**src/rtl/musicbox_sdram_pkg.sv**
```systemverilog
// Shared types and constants for the music box SDRAM arbiter.
package musicbox_sdram_pkg;
   localparam int SDRAM_ADDR_W       = 25;
   localparam int SDRAM_DATA_W       = 16;
   localparam int TIMEOUT_CYCLES_DEF = 1024;
   localparam int CNT_W              = 16;

   typedef enum logic [1:0] {
      IDLE,
      ISSUE,
      WAIT_READ,
      RECOVER
   } arb_state_t;
endpackage

```
**src/rtl/musicbox_rr_picker.sv**
```systemverilog
// Combinational round-robin picker: first set request above last_i.
module musicbox_rr_picker #(
   parameter int NUM_REQ = 3,
   parameter int IDX_W   = (NUM_REQ > 1) ? $clog2(NUM_REQ) : 1
) (
   input  logic [NUM_REQ-1:0] req_i,
   input  logic [IDX_W-1:0]   last_i,
   output logic [NUM_REQ-1:0] grant_o,
   output logic [IDX_W-1:0]   idx_o
);

   always_comb begin
      logic found;
      int   pos;
      grant_o = '0;
      idx_o   = '0;
      found   = 1'b0;
      pos     = 0;
      for (int k = 1; k <= NUM_REQ; k++) begin
         pos = (int'(last_i) + k) % NUM_REQ;
         if (!found && req_i[pos]) begin
            found        = 1'b1;
            grant_o[pos] = 1'b1;
            idx_o        = IDX_W'(pos);
         end
      end
   end

endmodule

```
**src/rtl/musicbox_sdram_arbiter.sv**
```systemverilog
// Round-robin arbiter sharing one SDRAM controller port between
// the record, playback and tone requesters; one command in flight.
module musicbox_sdram_arbiter
   import musicbox_sdram_pkg::*;
#(
   parameter int NUM_REQ        = 3,
   parameter int TIMEOUT_CYCLES = TIMEOUT_CYCLES_DEF
) (
   input  logic                         clock_50Mhz,
   input  logic                         reset_n,
   input  logic [NUM_REQ-1:0]           req_valid,
   input  logic [NUM_REQ-1:0]           req_isWriting,
   input  logic [NUM_REQ*SDRAM_ADDR_W-1:0] req_address,
   input  logic [NUM_REQ*SDRAM_DATA_W-1:0] req_writeData,
   output logic [NUM_REQ-1:0]           req_accept,
   output logic [NUM_REQ-1:0]           req_readValid,
   output logic [NUM_REQ-1:0]           req_error,
   output logic [SDRAM_DATA_W-1:0]      req_readData,
   output logic [SDRAM_ADDR_W-1:0]      sdram_inputAddress,
   output logic [SDRAM_DATA_W-1:0]      sdram_writeData,
   output logic                         sdram_isWriting,
   output logic                         sdram_inputValid,
   input  logic [SDRAM_DATA_W-1:0]      sdram_readData,
   input  logic                         sdram_outputValid,
   input  logic                         sdram_recievedCommand,
   input  logic                         sdram_isBusy,
   output logic [31:0]                  debugString
);

   localparam int IDX_W = (NUM_REQ > 1) ? $clog2(NUM_REQ) : 1;

   arb_state_t              state_q, state_d;
   logic [IDX_W-1:0]        owner_q, owner_d;
   logic [IDX_W-1:0]        last_q, last_d;
   logic [SDRAM_ADDR_W-1:0] addr_q, addr_d;
   logic [SDRAM_DATA_W-1:0] wdata_q, wdata_d;
   logic                    wr_q, wr_d;
   logic [CNT_W-1:0]        cnt_q, cnt_d;
   logic                    seen_q, seen_d;
   logic [SDRAM_DATA_W-1:0] cap_q, cap_d;
   logic [SDRAM_DATA_W-1:0] rdata_q, rdata_d;
   logic [NUM_REQ-1:0]      acc_q, acc_d;
   logic [NUM_REQ-1:0]      rv_q, rv_d;
   logic [NUM_REQ-1:0]      err_q, err_d;
   logic [NUM_REQ-1:0]      pick_oh;
   logic [IDX_W-1:0]        pick_idx;
   logic                    timeout;

   musicbox_rr_picker #(
      .NUM_REQ (NUM_REQ),
      .IDX_W   (IDX_W)
   ) u_pick (
      .req_i   (req_valid),
      .last_i  (last_q),
      .grant_o (pick_oh),
      .idx_o   (pick_idx)
   );

   always_comb begin
      state_d = state_q;
      owner_d = owner_q;
      last_d  = last_q;
      addr_d  = addr_q;
      wdata_d = wdata_q;
      wr_d    = wr_q;
      cnt_d   = cnt_q;
      seen_d  = seen_q;
      cap_d   = cap_q;
      rdata_d = rdata_q;
      acc_d   = '0;
      rv_d    = '0;
      err_d   = '0;
      timeout = (cnt_q == CNT_W'(TIMEOUT_CYCLES - 1));
      if ((state_q == ISSUE || state_q == WAIT_READ) && !(&cnt_q))
         cnt_d = cnt_q + 1'b1;
      unique case (state_q)
         IDLE: begin
            if (|req_valid && !sdram_isBusy) begin
               owner_d = pick_idx;
               last_d  = pick_idx;
               wr_d    = req_isWriting[pick_idx];
               for (int i = 0; i < NUM_REQ; i++) begin
                  if (pick_oh[i]) begin
                     addr_d  = req_address[i*SDRAM_ADDR_W +: SDRAM_ADDR_W];
                     wdata_d = req_writeData[i*SDRAM_DATA_W +: SDRAM_DATA_W];
                  end
               end
               cnt_d   = '0;
               state_d = ISSUE;
            end
         end
         ISSUE: begin
            if (sdram_recievedCommand) begin
               acc_d[owner_q] = 1'b1;
               if (wr_q) begin
                  state_d = RECOVER;
               end else begin
                  cnt_d   = '0;
                  seen_d  = 1'b0;
                  state_d = WAIT_READ;
               end
            end else if (timeout) begin
               err_d[owner_q] = 1'b1;
               state_d        = RECOVER;
            end
         end
         WAIT_READ: begin
            // Data is delivered on the strobe's falling edge: last beat wins.
            if (sdram_outputValid) begin
               cap_d  = sdram_readData;
               seen_d = 1'b1;
            end
            if (!sdram_outputValid && seen_q) begin
               rv_d[owner_q] = 1'b1;
               rdata_d       = cap_q;
               state_d       = RECOVER;
            end else if (timeout) begin
               err_d[owner_q] = 1'b1;
               state_d        = RECOVER;
            end
         end
         RECOVER: begin
            if (!sdram_isBusy)
               state_d = IDLE;
         end
      endcase
   end

   always_ff @(posedge clock_50Mhz or negedge reset_n) begin
      if (!reset_n) begin
         state_q <= IDLE;
         owner_q <= '0;
         last_q  <= IDX_W'(NUM_REQ - 1);
         addr_q  <= '0;
         wdata_q <= '0;
         wr_q    <= 1'b0;
         cnt_q   <= '0;
         seen_q  <= 1'b0;
         cap_q   <= '0;
         rdata_q <= '0;
         acc_q   <= '0;
         rv_q    <= '0;
         err_q   <= '0;
      end else begin
         state_q <= state_d;
         owner_q <= owner_d;
         last_q  <= last_d;
         addr_q  <= addr_d;
         wdata_q <= wdata_d;
         wr_q    <= wr_d;
         cnt_q   <= cnt_d;
         seen_q  <= seen_d;
         cap_q   <= cap_d;
         rdata_q <= rdata_d;
         acc_q   <= acc_d;
         rv_q    <= rv_d;
         err_q   <= err_d;
      end
   end

   assign req_accept         = acc_q;
   assign req_readValid      = rv_q;
   assign req_error          = err_q;
   assign req_readData       = rdata_q;
   assign sdram_inputAddress = addr_q;
   assign sdram_writeData    = wdata_q;
   assign sdram_inputValid   = (state_q == ISSUE);
   assign sdram_isWriting    = (state_q == ISSUE) && wr_q;
   assign debugString        = {8'(state_q), 8'(owner_q), cnt_q};

endmodule
```
**config.mk**
```make
export PLATFORM = sky130hd
export DESIGN_NAME = musicbox_sdram_arbiter
export DESIGN_NICKNAME = d
export VERILOG_FILES = /design/src/rtl/musicbox_sdram_pkg.sv /design/src/rtl/musicbox_rr_picker.sv /design/src/rtl/musicbox_sdram_arbiter.sv
export SDC_FILE = /design/constraint.sdc
export NUM_CORES = 1
export LEC_CHECK = 0
export ABC_AREA = 1
export CAP_MARGIN = 20
export CORE_MARGIN = 2
export CORE_UTILIZATION = 37
export DETAILED_ROUTE_END_ITERATION = 16
export PLACE_DENSITY = 0.69
export SETUP_SLACK_MARGIN = 0.2
export SYNTH_ARGS = -nofsm -noshare
export SYNTH_HDL_FRONTEND = slang
export SYNTH_SLANG_ARGS = --single-unit
export TNS_END_PERCENT = 5
```
**constraint.sdc**
```tcl
create_clock -name clock_50Mhz -period 4.3 [get_ports clock_50Mhz]
set_clock_uncertainty 0.2 [all_clocks]
set_input_delay 0.645 -clock clock_50Mhz [delete_from_list [all_inputs] [get_ports clock_50Mhz]]
set_output_delay 0.645 -clock clock_50Mhz [all_outputs]
set_load 0.005 [all_outputs]
```
==> reports/qor.tcl <==
set qor(status) {finished, final reports clean}
set qor(clk_latency_ns) 0.35
set qor(timing.hold.worst.class) {primary input to async pin}
set qor(final.setup.tns_ns) 0
set qor(number_of_antenna_violations_at_the_first_check_in_global_routing) 0
set qor(pre_cts_slack_ns) 0.8955
set qor(final_hold_viol_count) 0
set qor(postSynthAreaPerCell_um2) 6.917
set qor(track_usage_pct) 20.52
set qor(post-route-period-util_pct) 75.02
set qor(die-height_um) 132.1
set qor(clock-sinks) 105
set qor(grt_use_met1_pct) 27.02
set qor(synth.yosys.seq_area_share_pct) 43.28
set qor(cts-buffers-inserted) 9
set qor(design.final.nets) 1253
set qor(syn_inst) 878
set qor(multi_input_logic_area_um2) 2630
set qor(synth_edf_count) 0
set qor(worst_slack_ns) 1.074
set qor(synth_area_leader_cell) {sky130_fd_sc_hd__dfrtp_1}
set qor(max-slew-margin-rel_pct) 42.04
set qor(grt_start_max_net_pins) 58
set qor(total_leakage_power_uw) 0.004512
set qor(synth.distinct_cells) 35
set qor(fmaxAchievable_mhz) 310.0
set qor(critical_path_arrival_ns) 3.26
set qor(drc) 0
set qor(use_met3_pct) 5.805
set qor(path_max_fanout) 42
set qor(global_route_wire_length_before_repair_mm) 29.07
set qor(max_stage_delay_ns) 0.46
set qor(busiest_layer) {met2}
set qor(maxSlewViolCount) 0
set qor(post_cts_resized) 0
set qor(h-tree-depth) 3
set qor(total_routed_length_mm) 17.87
set qor(grt_pass1_vias) 5648
set qor(synth-seq-cells) 105
set qor(cp.buffers_inverters) 4
set qor(synth_async_sr_flop_share_pct) 100.0
set qor(final-setup-viol-count) 0
set qor(path_delay_family) {simple AND/OR/NAND/NOR gates}
set qor(synth_top_cells_by_area) {sky130_fd_sc_hd__dfrtp_1 43%, sky130_fd_sc_hd__nand2_1 21%, sky130_fd_sc_hd__inv_1 8.5%, sky130_fd_sc_hd__nand3_1 7.9%, sky130_fd_sc_hd__o21ai_0 3.8%}
set qor(vias) 6051
set qor(critical_path.startpoint_type) {flip-flop}
set qor(n_antenna_cell) 0
set qor(ant_nets) 0
set qor(initial_utilization_pct) 38.09
set qor(ys.warnings.count) 0
set qor(yosys.area.top_type_share_pct) 42.85
set qor(power.density_nw_per_um2) 675.3
set qor(cp-end-kind) {flip-flop}
set qor(clock_tree_buffer_depth) 2
set qor(die_width_um) 132.1
set qor(final_cell_area_um2) 8817
set qor(pin_count) 250
set qor(max-vdd-ir-drop_mv) 0.3923
set qor(clkTransAtPathRegs_ns) 0.08
set qor(filler_cell_count) 1538
set qor(placed_cell_area_um2) 8487
set qor(global_route.usage.met2_pct) 33.54
set qor(post-cts-setup-buffer-count) 0
set qor(dieArea_um2) 17460
set qor(mappedNetlistArea_um2) 6073
set qor(drt_initial_violations) 257
set qor(gp_congestion) 0.8545
set qor(drt-pass1-iter-count) 4
set qor(placement_rows) 46
set qor(cp_data_required_time_ns) 4.33
set qor(cts_tree) {yes}
set qor(cp_common_cell) {sky130_fd_sc_hd__nand2_1}
set qor(holdBufCountCts) 0
set qor(dp_hpwl_mm) 12.88
set qor(cp_cell_sequence) {inv_1 > ha_1 > inv_2 > nand2_2 > nand3_2 > nand2_4 > inv_2 > nand2_1 > nand2_2 > nor2_4 > nand3_2 > nand2_4 > inv_4 > nand2_1 > nand2_1}
set qor(rsz_0062_raised_after_global_routing) {false}
set qor(floorplan.core_area_um2) 15940
set qor(worst_slew_pin_slew_ns) 0.8641
set qor(layout_min_cycle_time_ns) 3.226
set qor(route.detailed.wl_per_inst_um) 13.59
set qor(syn_to_final_growth_pct) 45.18
set qor(fin_hold_ws_ns) 0.1611
set qor(port_buffers) 237
set qor(critPathKind) {flip-flop to flip-flop}
set qor(timing.max_cap.violations) 0
set qor(drive_above_1_share_pct) 3.822
set qor(clock_tree.root_cell) {sky130_fd_sc_hd__clkbuf_16}
set qor(timing.critical_path.slowest_stage_cell) {sky130_fd_sc_hd__ha_1}
set qor(ys_dominant_reg_cell) {sky130_fd_sc_hd__dfrtp_1}
set qor(overflow) 0
set qor(routed_via_density) 4.602
set qor(area.sequential_um2) 2629
[cells by family after synthesis]
kind of cell / after synthesis / synth area share [%]
other cells: 1 / 0.06175
compound gates: 63 / 5.460
simple gates: 500 / 34.24
buf+inv: 193 / 14.09
xor+xnor: 7 / 1.009
flops: 105 / 43.28
fa+ha+maj: 9 / 1.854
[cell usage in the layout (no fill, tap or decap), types with 3 or more instances in the layout]
cell	synthesis	final
sky130_fd_sc_hd__nand2_1	336	336
sky130_fd_sc_hd__clkdlybuf4s50_1	0	236
sky130_fd_sc_hd__inv_1	137	137
sky130_fd_sc_hd__dfrtp_1	104	104
sky130_fd_sc_hd__nand3_1	96	96
sky130_fd_sc_hd__o21ai_0	46	46
sky130_fd_sc_hd__nor2_1	42	42
sky130_fd_sc_hd__conb_1	1	12
sky130_fd_sc_hd__a21oi_1	10	10
sky130_fd_sc_hd__ha_1	9	9
sky130_fd_sc_hd__clkbuf_16	0	9
sky130_fd_sc_hd__nor3_1	8	8
sky130_fd_sc_hd__buf_4	22	7
sky130_fd_sc_hd__nand4_1	5	5
sky130_fd_sc_hd__xor2_1	5	5
sky130_fd_sc_hd__inv_2	5	5
sky130_fd_sc_hd__nand3_2	3	3
sky130_fd_sc_hd__inv_8	0	3
[routing by layer]
layer	routed length, µm	vias up
met4	220	0
met3	1377	17
met5	0	-
met2	8247	211
met1	8020	2747
li1	-	3076
[state kept, by name (all words and copies together), names as in the netlist]
| name | cells |
|---|---|
| cap_q | 16 |
| cnt_q | 16 |
| last_q | 1 |
| owner_q | 2 |
| req_accept | 3 |
| req_error | 3 |
| req_readData | 16 |
| req_readValid | 3 |
| sdram_inputAddress | 25 |
| sdram_writeData | 16 |
| seen_q | 1 |
| state_q | 2 |
| wr_q | 1 |
[synth_stat cells, types with 8 or more instances]
| library cell | n |
|---|---|
| sky130_fd_sc_hd__inv_1 | 137 |
| sky130_fd_sc_hd__buf_4 | 22 |
| sky130_fd_sc_hd__o21ai_0 | 46 |
| sky130_fd_sc_hd__buf_2 | 13 |
| sky130_fd_sc_hd__nand2_1 | 336 |
| sky130_fd_sc_hd__a21oi_1 | 10 |
| sky130_fd_sc_hd__clkbuf_1 | 10 |
| sky130_fd_sc_hd__nor3_1 | 8 |
| sky130_fd_sc_hd__nor2_1 | 42 |
| sky130_fd_sc_hd__nand3_1 | 96 |
| sky130_fd_sc_hd__dfrtp_1 | 104 |
| sky130_fd_sc_hd__ha_1 | 9 |
[stage by stage]
step | util (%) | instances | total power, µW
after global placement | 53.23 | 1299 | 5089
after CTS | 55.31 | 1315 | 6044
final | 55.31 | 1315 | 5954
after floorplan | - | 889 | 3840
after detailed placement | 53.23 | 1299 | 5112
after global routing | 55.31 | 1315 | 6529
[report_power, final]
| part | internal, µW | switching (µW) |
|---|---|---|
| registers | 1370 | 208 |
| logic | 1420 | 2060 |
| clock network | 475 | 418 |
[worst register-to-register path, delay by kind of cell (launching register included)]
kind	cells	cell delay, ns
adders and majority gates	1	0.46
buffers and inverters	4	0.57
DFF	1	0.42
and+or+nand+nor	10	1.46
[layout make-up]
type | instances | area share, %
multi-input cells | 591 | 29.83
flip-flops and latches | 105 | 29.81
clock inverters | 7 | 1.192
repair buffers | 243 | 27.39
clock buffers | 9 | 2.554
inverters | 144 | 6.159
well taps | 216 | 3.065
[worst paths after layout]
kind,from,to,slack [ns],depth (start not counted)
worst max-delay path,owner_q[0]$_DFFE_PN0P_,sdram_writeData[13]$_DFFE_PN0P_,1.07,15
worst min-delay path,reset_n,sdram_writeData[12]$_DFFE_PN0P_,0.16,1
worst max register to register,owner_q[0]$_DFFE_PN0P_,sdram_writeData[13]$_DFFE_PN0P_,1.07,15
worst min register to register,sdram_writeData[0]$_DFFE_PN0P_,sdram_writeData[0]$_DFFE_PN0P_,0.28,2
max in group asynchronous,reset_n,last_q[1]$_DFFE_PN1P_,2.84,2
min in group clock_50Mhz,sdram_writeData[0]$_DFFE_PN0P_,sdram_writeData[0]$_DFFE_PN0P_,0.28,2
Note: power is estimated with default switching activity, not from simulation.
